## src/rtl/ofm_max_pool.sv

```systemverilog
// ofm_max_pool: streaming 2x2 / stride-2 max-pool with a one-pooled-row line buffer.
// Optional macro POOL_RELU_EN: clamp negative pixels to zero before pooling.
module ofm_max_pool #(
  parameter int IMG_W  = 12,
  parameter int IMG_H  = 12,
  parameter int DATA_W = 8,
  localparam int OUT_N  = (IMG_W / 2) * (IMG_H / 2),
  localparam int ADDR_W = (OUT_N > 1) ? $clog2(OUT_N) : 1
) (
  input  logic              clk,
  input  logic              rst,
  input  logic              start,
  input  logic              in_valid,
  input  logic [DATA_W-1:0] in_data,
  output logic              out_valid,
  output logic [DATA_W-1:0] out_data,
  output logic [ADDR_W-1:0] out_addr,
  output logic              busy,
  output logic              done
);

  localparam int COL_W = (IMG_W > 1) ? $clog2(IMG_W) : 1;
  localparam int ROW_W = (IMG_H > 1) ? $clog2(IMG_H) : 1;
  localparam int LB_N  = (IMG_W / 2 > 0) ? IMG_W / 2 : 1;
  localparam int LB_AW = (LB_N > 1) ? $clog2(LB_N) : 1;

  if ((IMG_W < 2) || ((IMG_W % 2) != 0)) begin : g_bad_img_w
    $error("ofm_max_pool: IMG_W must be even and >= 2");
  end
  if ((IMG_H < 2) || ((IMG_H % 2) != 0)) begin : g_bad_img_h
    $error("ofm_max_pool: IMG_H must be even and >= 2");
  end

  typedef enum logic [1:0] {
    S_IDLE = 2'd0,
    S_RUN  = 2'd1,
    S_DONE = 2'd2
  } state_t;

  state_t              state_q, state_d;
  logic [COL_W-1:0]    col_q, col_d;
  logic [ROW_W-1:0]    row_q, row_d;
  logic [DATA_W-1:0]   pair_q, pair_d;
  logic [ADDR_W-1:0]   out_cnt_q, out_cnt_d;
  logic                out_valid_q, out_valid_d;
  logic [DATA_W-1:0]   out_data_q, out_data_d;
  logic [ADDR_W-1:0]   out_addr_q, out_addr_d;

  logic [DATA_W-1:0]   lbuf [LB_N];
  logic [DATA_W-1:0]   lb_rd_q;
  logic [LB_AW-1:0]    lb_idx;
  logic                lb_we;
  logic                lb_re;

  logic [DATA_W-1:0]   pix_p;
  logic [DATA_W-1:0]   win_max;
  logic                col_last;
  logic                row_last;

  function automatic logic [DATA_W-1:0] smax(input logic [DATA_W-1:0] a,
                                             input logic [DATA_W-1:0] b);
    return ($signed(a) >= $signed(b)) ? a : b;
  endfunction

  // Pre-stage: optional ReLU ahead of the comparators.
  always_comb begin
`ifdef POOL_RELU_EN
    pix_p = in_data[DATA_W-1] ? '0 : in_data;
`else
    pix_p = in_data;
`endif
  end

  assign win_max  = smax(pair_q, pix_p);
  assign col_last = (col_q == COL_W'(IMG_W - 1));
  assign row_last = (row_q == ROW_W'(IMG_H - 1));
  assign lb_idx   = LB_AW'(col_q >> 1);

  always_comb begin
    state_d     = state_q;
    col_d       = col_q;
    row_d       = row_q;
    pair_d      = pair_q;
    out_cnt_d   = out_cnt_q;
    out_valid_d = 1'b0;
    out_data_d  = out_data_q;
    out_addr_d  = out_addr_q;
    lb_we       = 1'b0;
    lb_re       = 1'b0;

    unique case (state_q)
      S_IDLE: begin
        if (start) begin
          state_d   = S_RUN;
          col_d     = '0;
          row_d     = '0;
          pair_d    = '0;
          out_cnt_d = '0;
        end
      end

      S_RUN: begin
        if (in_valid) begin
          if (col_last) begin
            col_d = '0;
            row_d = row_last ? '0 : row_q + 1'b1;
          end else begin
            col_d = col_q + 1'b1;
          end

          if (!col_q[0]) begin
            pair_d = pix_p;
            // Fetch the upper-row partial max now so it is registered by the odd column.
            lb_re  = row_q[0];
          end else if (!row_q[0]) begin
            lb_we = 1'b1;
          end else begin
            out_valid_d = 1'b1;
            out_data_d  = smax(lb_rd_q, win_max);
            out_addr_d  = out_cnt_q;
            out_cnt_d   = out_cnt_q + 1'b1;
          end

          if (col_last && row_last) begin
            state_d = S_DONE;
          end
        end
      end

      S_DONE: state_d = S_IDLE;

      default: state_d = S_IDLE;
    endcase
  end

  // Line buffer: plain array with registered read so it maps onto block RAM.
  always_ff @(posedge clk) begin
    if (lb_we) begin
      lbuf[lb_idx] <= win_max;
    end
    if (lb_re) begin
      lb_rd_q <= lbuf[lb_idx];
    end
  end

  always_ff @(posedge clk or posedge rst) begin
    if (rst) begin
      state_q     <= S_IDLE;
      col_q       <= '0;
      row_q       <= '0;
      pair_q      <= '0;
      out_cnt_q   <= '0;
      out_valid_q <= 1'b0;
      out_data_q  <= '0;
      out_addr_q  <= '0;
    end else begin
      state_q     <= state_d;
      col_q       <= col_d;
      row_q       <= row_d;
      pair_q      <= pair_d;
      out_cnt_q   <= out_cnt_d;
      out_valid_q <= out_valid_d;
      out_data_q  <= out_data_d;
      out_addr_q  <= out_addr_d;
    end
  end

  assign out_valid = out_valid_q;
  assign out_data  = out_data_q;
  assign out_addr  = out_addr_q;
  assign busy      = (state_q == S_RUN);
  assign done      = (state_q == S_DONE);

endmodule

```

## config.mk

```make
export PLATFORM = sky130hd
export DESIGN_NAME = ofm_max_pool
export DESIGN_NICKNAME = d
export VERILOG_FILES = /design/src/rtl/ofm_max_pool.sv
export SDC_FILE = /design/constraint.sdc
export NUM_CORES = 1
export LEC_CHECK = 0
export CORE_ASPECT_RATIO = 0.6
export CORE_MARGIN = 8
export CORE_UTILIZATION = 40
export CTS_CLUSTER_DIAMETER = 60
export DETAILED_ROUTE_END_ITERATION = 8
export DONT_BUFFER_PORTS = 1
export GPL_ROUTABILITY_DRIVEN = 0
export GPL_TIMING_DRIVEN = 0
export HOLD_SLACK_MARGIN = 0.02
export REMOVE_ABC_BUFFERS = 1
export SKIP_LAST_GASP = 1
export SLEW_MARGIN = 30
export SYNTH_ARGS = -nofsm -noshare
export SYNTH_HDL_FRONTEND = slang
export SYNTH_SLANG_ARGS = --single-unit
```

## constraint.sdc

```tcl
create_clock -name clk -period 6.66 [get_ports clk]
set_clock_uncertainty 0.2 [all_clocks]
set_input_delay 0.666 -clock clk [delete_from_list [all_inputs] [get_ports clk]]
set_output_delay 0.666 -clock clk [all_outputs]
set_load 0.05 [all_outputs]
```

==> results.py <==
metrics = {
    "logic_synthesis": {
        "yosysSeqAreaShare_pct": 60.7,
        "ys.flop_type": "edfxtp_1",
        "syn_area_sq_um": 4380,
        "yosys_warnings": 0,
        "yosysMostFrequentCell": "edfxtp_1",
        "synth_common_cells": "edfxtp_1 (56), dfrtp_1 (39), nand2_1 (37), inv_1 (34), nor2_1 (21)",
        "synthArstFlopShare_pct": 41.1,
        "ys_seq_elements": 95,
        "synth_edf_count": 56,
        "syn_inst": 347,
        "syn_area_per_cell_sq_um": 12.6,
        "yosys-top-cells-area": "edfxtp_1 (38%), dfrtp_1 (22%), ha_1 (5.4%)",
        "synth_top_area_share_pct": 38.4,
        "yosysTopAreaCell": "edfxtp_1",
        "synthDistinctLibCells": 50,
    },
    "detailed_routing": {
        "drt_iter0_drc": 206,
        "ant_nets": 0,
        "drt-total-wl_microns": 8760,
        "wl_per_cell_microns": 17.7,
        "drt-vias-per-instance": 5.33,
        "first_pass_iters": 4,
        "dr_total_vias": 2634,
        "route.detailed.drc": 0,
    },
    "floorplanning": {
        "core.rowCount": 29,
        "die_y_microns": 97.1,
        "die_x_microns": 151,
        "initial_core_util_pct": 41.2,
        "io_pins": 29,
        "dieArea_sq_um": 14700,
        "core_sq_um": 10600,
    },
    "sta": {
        "worst_slack_ps": 2490,
        "fin_crit_ps": 4170,
        "hold_viol": 0,
        "slew-limit-headroom_pct": 37.4,
        "fin_tns_setup_ps": 0,
        "tightest_slew_ps": 939,
        "grt_setup_unrepaired": "false",
        "slew_violations": 0,
        "period_share_pct": 62.6,
        "max_freq_mhz": 240,
        "finalSetupViolCount": 0,
    },
    "worst_hold_path": {
        "worstHoldPathType": "input pin to register",
        "min_path_cells": 1,
        "whs_endpoint": "pair_q[0]",
        "min_from": "in_data[0]",
    },
    "place": {
        "port_buffers": 0,
        "dp_slack_ps": 2260,
        "dp_cells": 477,
        "dp_hpwl_microns": 6280,
    },
    "setup_path": {
        "crit_path_start_kind": "register",
        "reg2reg_depth": 13,
        "worstReg2RegStart": "pair_q[0]",
        "cp.arrival_ps": 4220,
        "crit_type": "register to register",
        "path_max_fanout": 8,
        "reg2reg_slack_ps": 2490,
        "worst_ep_required_time_ps": 6710,
        "worst_setup_path_end_kind": "register",
        "r2r_end": "out_data[5]",
    },
    "final_layout": {
        "fin_cells": 494,
        "antenna_cells": 0,
        "nets": 381,
        "seqCellArea_sq_um": 2660,
        "multi_input_comb_area_sq_um": 1550,
        "fill_cells": 956,
        "drive_above_1_share_pct": 12.4,
        "syn_to_final_growth_pct": 10.7,
    },
    "clock_network": {
        "clock_sinks": 95,
        "cts-root-buf": "clkbuf_16",
        "cts_made_buffers": 9,
        "clkTransAtPathRegs_ps": 70,
        "clockBufferDepth": 2,
        "cts_resized": 0,
        "clk_latency_ps": 340,
        "cts_tree": "built",
        "post_cts_buffers": 0,
        "ctsHtreeMaxLevel": 3,
    },
    "global_route": {
        "grt-ovfl-total": 0,
        "grt_start_max_net_pins": 29,
        "grt_antenna_before_repair": 0,
        "grt_use_total_pct": 12.7,
        "first_global_vias": 2606,
        "grt_pass1_wl_microns": 14400,
    },
    "pwr": {
        "irDropWorstVdd_uv": 239,
        "leakagePower_nw": 1.99,
        "p_per_area_nw_per_um2": 473,
    },
    "job": {
        "max-cap-violations": 0,
    },
    "status": {
        "status": "finished, final reports clean",
    },
}
worst max path at each step:
stage                    start           to  cells past startpoint
CTS                  pair_q[0]  out_data[5]                     13
detailed placement  in_data[0]  out_data[5]                     12
floorplan           in_data[0]  out_data[0]                     12
global route         pair_q[0]  out_data[4]                     13
finish               pair_q[0]  out_data[5]                     13
global placement    in_data[0]  out_data[4]                     12
cell usage in the layout (no fill, tap or decap), drive strengths merged, types with 2 or more instances in the layout:
cell type | Yosys | routed
a21oi | 12 | 12
a221oi | 3 | 3
a22o | 8 | 8
a22oi | 5 | 5
clkbuf | 6 | 9
clkinv | 0 | 2
dfrtp | 39 | 39
edfxtp | 56 | 56
ha | 19 | 19
inv | 36 | 40
mux2 | 4 | 4
mux2i | 18 | 18
mux4 | 2 | 2
nand2 | 38 | 38
nand2b | 4 | 4
nand3 | 11 | 11
nand4 | 5 | 5
nor2 | 21 | 21
nor2b | 5 | 5
nor3 | 4 | 4
nor3b | 3 | 3
o211ai | 2 | 2
o21ai | 10 | 10
o221ai | 12 | 12
o22ai | 3 | 3
xor2 | 5 | 5
per-layer routing:
layer,global-route usage [%],wire (microns)
met2,16.8,3410
met4,2.73,19
met3,4.51,602
met1,19.1,4730
met5,0,0
cell families after synthesis:
| group | after synthesis | synth area share [%] |
|---|---|---|
| adders and majority gates | 19 | 5.43 |
| muxes | 24 | 6.17 |
| buffers and inverters | 46 | 4.20 |
| and+or+nand+nor | 96 | 10.6 |
| AOI/OAI and AO/OA | 62 | 12.0 |
| DFF | 95 | 60.7 |
| xor gates and xnor gates | 5 | 1.00 |
cell type report:
type | instances | share of cell area (%)
Clock buffer | 9 | 4.64
Clock inverter | 7 | 1.55
Inverter | 36 | 2.79
Multi-Input combinational cell | 206 | 32.0
Sequential cell | 95 | 54.8
Tap cell | 139 | 3.59
Timing Repair Buffer | 2 | 0.619
metrics by stage:
stage                     power, W  utilization [%]  instance area (sq um)  hold slack [ps]
final                      0.00230             45.6                   4850              256
after global routing       0.00246             45.6                   4850              238
after CTS                  0.00232             45.6                   4850              238
after detailed placement   0.00180             42.7                   4540              292
after global placement     0.00177             42.4                   4510              277
after floorplan            0.00158                -                   4330              259
sequential cells by signal (all words and copies together), names as in the netlist:
name	flops
row_q	4
out_addr	6
lbuf	48
pair_q	8
out_valid	1
out_data	8
lb_rd_q	8
out_cnt_q	6
state_q	2
col_q	4
critical path: stages, from the launching register on:
cell and delay (ps):
dfrtp_1 380, inv_1 50, ha_1 250, nand2b_1 140, a2111o_1 450, a21oi_4 370
mux2i_1 330, inv_1 220, ha_1 320, or3b_1 380, o2111ai_1 110, a31oi_1 150
or3_1 520, o221ai_2 200
power breakdown:
part / total [W] / switching [W] / internal (W) / leakage [nW]
clock: 0.000508 / 0.000242 / 0.000266 / 0.145
sequential: 0.00108 / 0.000259 / 0.000825 / 1.00
combinational: 0.000705 / 0.000430 / 0.000275 / 0.836
total: 0.00230 / 0.000931 / 0.00137 / 1.99
what timing repair did:
action,4_1_cts,5_1_grt
hold buffers,1,0
endpoints found under the hold margin,13,0
setup endpoints to repair,0,0
No activity file was read; power rests on OpenSTA's default activity.
==> RTL change 1 (same settings) <==
Add a define of `POOL_RELU_EN`.
--- a/src/rtl/ofm_max_pool.sv
+++ b/src/rtl/ofm_max_pool.sv
@@ -2,2 +2,4 @@
 // Optional macro POOL_RELU_EN: clamp negative pixels to zero before pooling.
+`define POOL_RELU_EN
+
 module ofm_max_pool #(
Behaviour: no difference found for any inputs over 10 cycles, from zero or initial values and one cycle with rst high; that may be too few to reach the edited logic, so the function may still have changed.
==> RTL change 1 against the unedited design <==
Global-route usage down 0.61 points. Final area down 8.1%. Total power down 20%. Sequential cell count down 9. Worst setup slack better by 0.49 ns. Area after synthesis down 11%. Via count down 13%. Wire length down 14%. Largest cell class unchanged. Highest routed layer unchanged.
==> RTL change 1: results (changes against the unedited design) <==
Run status:
- The flow ran to the end, and the final reports show no timing, DRC or antenna violations.

Routing:
- The initial DRC count was 125 (-39%).
- The overall via count from detail_route is 2291 (-13%).

STA:
- The final-layout worst hold slack is 0.3060 ns (+0.04956 ns).
- The slew at the pin closest to its max-slew limit came to 0.9468 ns (+0.007980 ns).

Logic synthesis:
- The fraction of the yosys area taken by sequential cells is 61.27% (+0.60 points).
- By area the synthesized netlist is led by sky130_fd_sc_hd__edfxtp_1, sky130_fd_sc_hd__dfrtp_1, sky130_fd_sc_hd__ha_1, sky130_fd_sc_hd__mux4_2, sky130_fd_sc_hd__mux2_2.
- The average footprint of a synthesized cell came to 13.35 um2 (+5.8%).
- The async set or reset register ratio after synthesis is 43.02% (+2.0 points).
- Sorting the synthesized cells by how often they occur yields sky130_fd_sc_hd__edfxtp_1, sky130_fd_sc_hd__dfrtp_1, sky130_fd_sc_hd__inv_1, sky130_fd_sc_hd__nand2_1, sky130_fd_sc_hd__ha_1.

Placement:
- The number of cells in the design after placement came to 423 (-11%).
- The post-placement cell area is 4118 um2 (-9.3%).

Setup path:
- The data arrival at the endpoint of the critical path is 3.69 ns (-0.53 ns).
- The critical path's largest stage delay is 0.48 ns (-0.04 ns).
- The flop-to-flop setup slack is 3.09 ns (+0.60 ns).
- The library cell contributing the largest single delay on the critical path is sky130_fd_sc_hd__mux2_2.

Power and ir drop:
- The static leakage was 1.807 nW (-9.0%).
- The peak supply drop is 0.1391 mV (-42%).

Final layout:
- The fraction of final layout cells with drive strength greater than 1 came to 15.74% (+3.3 points).
- The number of non-filler instances in the completed layout is 440 (-11%).
- The flip-flop count of the largest register, all copies and words added is 42 (-13%).
- The multi-input logic area is 1425 um2 (-8.3%).

Global routing:
- The first-pass GRT wire length is 12.25 mm (-15%).
- The via count of the first global-routing pass is 2268 (-13%).

Hold path:
- For hold timing, the worst endpoint is out_data[0]$_DFFE_PP0P_.
- The worst hold path belongs to the class reg2reg.
- The origin of the worst min-delay path is lb_rd_q[0]$_DFFE_PP_.
RTL change 1: changes by cell type after synthesis, moves of 8 or more:
| cell | change |
|---|---|
| sky130_fd_sc_hd__mux2_2 | +8 |
| sky130_fd_sc_hd__inv_1 | -13 |
| sky130_fd_sc_hd__mux2i_1 | -9 |
| sky130_fd_sc_hd__nand2_1 | -16 |
RTL change 1: layout make-up:
| class | instances | share of cell area [%] |
|---|---|---|
| inverters | 22 | 1.852 |
| clock buffers | 12 | 6.734 |
| multi-input cells | 177 | 31.96 |
| flip-flops and latches | 86 | 53.79 |
| clock inverters | 4 | 0.7015 |
| repair buffers | 4 | 1.178 |
| well taps | 135 | 3.788 |
RTL change 1: what timing repair did:
item	4_1_cts	5_1_grt
endpoints found under the hold margin	15	0
endpoints found under the setup margin	0	0
hold buffers	1	0
resized for setup	0	0
RTL change 1: cells by family after synthesis:
family / count (synthesis) / synth area share, %
flip-flops: 86 / 61.27
AND/OR/NAND/NOR: 80 / 10.59
AO/OA/AOI/OAI: 46 / 8.635
buffers and inverters: 30 / 3.070
multiplexers: 28 / 9.786
adder cells (fa/ha/maj): 17 / 5.436
XOR/XNOR: 5 / 1.119
other: 1 / 0.09585
RTL change 1: per-layer routing:
| layer | global-route usage (%) | vias up | share of wire (%) |
|---|---|---|---|
| met5 | 0 | - | 0 |
| met4 | 5.222 | 0 | 1.5 |
| li1 | - | 1088 | - |
| met3 | 4.160 | 11 | 6.2 |
| met2 | 16.41 | 52 | 40 |
| met1 | 17.09 | 1140 | 52 |
RTL change 1: where the power goes:
part           switching (mW)  total, mW  internal [mW]
Combinational           0.225      0.422          0.197
Sequential              0.205      0.894          0.689
Clock                   0.209      0.532          0.323
Total                   0.639       1.85           1.21
==> RTL change 2 (same flow settings) <==
Without the edit above. The 3 states of `state_t` get a one-hot encoding in 3 bits.
--- a/src/rtl/ofm_max_pool.sv
+++ b/src/rtl/ofm_max_pool.sv
@@ -33,6 +33,6 @@
 
-  typedef enum logic [1:0] {
-    S_IDLE = 2'd0,
-    S_RUN  = 2'd1,
-    S_DONE = 2'd2
+  typedef enum logic [2:0] {
+    S_IDLE = 3'b001,
+    S_RUN  = 3'b010,
+    S_DONE = 3'b100
   } state_t;
Function: same outputs for any inputs over 10 cycles, from zero or initial values and one cycle with rst high; not proved beyond that.
==> RTL change 2 against the unedited design <==
Total power shrank 23%. Die area grew 1.5%. Final area up 2.3%. Global-route usage is 0.21 points higher. Hold slack worse by 0.0015 ns. Count of clock-buffer cells in the layout increased by 3. Wire length grew 6.0%. Via count is 2.8% higher. Cell count increased by 2.2%. Sequential cell count is 1 higher. Area after synthesis is 1.7% higher. Worst setup slack gained 0.46 ns. Critical endpoint is now out_data[1]$_DFFE_PP0P_.
==> RTL change 2: results (changes against the unedited design) <==
Run status:
- The run finished with clean final reports.

Logic synthesis:
- The number of register bits inferred by synthesis is 96 (+1.1%).
- The async set or reset register ratio after synthesis is 41.67% (+0.61 points).
- The mux share of post-synthesis cell area is 5.278% (-0.89 points).
- The compound-cell area share of the yosys netlist is 12.38% (+0.41 points).
- The synthesized instance count is 355 (+2.3%).
- After synthesis, the cell types taking the most area are sky130_fd_sc_hd__edfxtp_1, sky130_fd_sc_hd__dfrtp_1, sky130_fd_sc_hd__ha_1, sky130_fd_sc_hd__nand2_1, sky130_fd_sc_hd__o221ai_1.
- The adder-cell share of the synthesized area came to 5.334% (-0.093 points).
- The number of warnings reported in the yosys synthesis log is 0 (unchanged).
- The xor and xnor fraction of the mapped netlist area came to 1.179% (+0.18 points).
- The fraction of the yosys area taken by sequential cells is 60.22% (-0.45 points).
- The commonest cells after synthesis are sky130_fd_sc_hd__edfxtp_1, sky130_fd_sc_hd__nand2_1, sky130_fd_sc_hd__dfrtp_1.

Power and ir drop:
- The static leakage was 2.044 nW (+3.0%).
- The peak supply drop was 0.1500 mV (-37%).

Final layout:
- The inverter count came to 28 (-22%).
- The storage element area is 2685 um2 (+1.0%).
- The net count of the finished layout is 387 (+1.6%).
- The non-clock buffering overhead in the final layout is 0.8321% (+0.21 points).
- The multi-input logic area came to 1642 um2 (+5.6%).
- The final-layout clock-cell area share came to 6.228% (+0.038 points).
- The count of filler cells inserted in the layout is 1005 (+5.1%).
- The count of clock buffers in the final design is 12 (+3).
- The finished layout cell area is 4962 um2 (+2.3%).
- The number of non-filler instances in the completed layout was 505 (+2.2%).
- The buffer count excluding the clock tree in the final layout is 4 (+2).
- The layout multi-input combinational cell count is 217 (+5.3%).
- The fraction of final layout cells with drive strength greater than 1 came to 12.74% (+0.35 points).

STA:
- The final-layout worst hold slack is 0.2550 ns (-0.001486 ns).
- The worst-case setup margin in the final layout came to 2.956 ns (+0.4626 ns).

Global routing:
- The global router's overall resource usage is 12.90% (+0.21 points).
- The maximum number of pins on one net before global-route repair came to 31 (+6.9%).
- The first-pass GRT wire length is 14.99 mm (+3.9%).
- The number of antenna violations at the first check in global routing is 0 (unchanged).

Routing:
- The overall via count from detail_route is 2709 (+2.8%).
- The final routed wire length divided by cell count was 18.39 um (+3.7%).
- The initial DRC count is 229 (+11%).

Setup path:
- The critical path ends at out_data[1]$_DFFE_PP0P_.
- The number of cells traversed by the worst register-to-register path was 11 (-2).
- The critical path's largest stage delay is 0.59 ns (+0.07 ns).
- The timing startpoint of the critical path is pair_q[7]$_DFFE_PP0P_.
- The largest individual stage delay along the critical path comes from the cell sky130_fd_sc_hd__o31ai_4.
- The data arrival at the endpoint of the critical path is 3.75 ns (-0.47 ns).
- The highest net fanout along the worst path came to 8 (unchanged).

CTS:
- The total CTS buffers is 9 (unchanged).

Placement:
- The post-placement worst setup slack is 2.679 ns (+0.4177 ns).
- The number of cells in the design after placement is 488 (+2.3%).
- The post-placement cell area is 4642 um2 (+2.2%).
- The half-perimeter wire length after detailed placement came to 6.528 mm (+4.0%).

Hold path:
- In this run the most critical hold path is launched from in_data[4].
==> RTL change 2: cell types whose count changed after synthesis, sizes merged, moves of 6 or more <==
cell   delta
mux2i     -8
a22oi     +7
inv       -8
nand3     -7
a21oi     -9
mux2      +6
==> RTL change 2: worst min path at each step <==
| stage | endpoint |
|---|---|
| final | pair_q[4]$_DFFE_PP0P_ |
| after detailed placement | out_addr[5]$_DFFE_PP0P_ |
| after floorplan | out_addr[5]$_DFFE_PP0P_ |
| after global routing | pair_q[5]$_DFFE_PP0P_ |
| after global placement | out_addr[5]$_DFFE_PP0P_ |
| after CTS | pair_q[4]$_DFFE_PP0P_ |
==> RTL change 2: per-layer routing <==
metal	up-vias	GRT usage [%]	routed length, um
met5	-	0	0
met4	0	3.209	70
met3	9	4.453	631
met2	55	18.22	3841
met1	1333	18.43	4744
li1	1312	-	-
==> RTL change 2: where the power goes <==
group | switching (mW) | internal (mW)
Sequential | 0.0803 | 0.725
Clock | 0.224 | 0.301
Combinational | 0.267 | 0.164
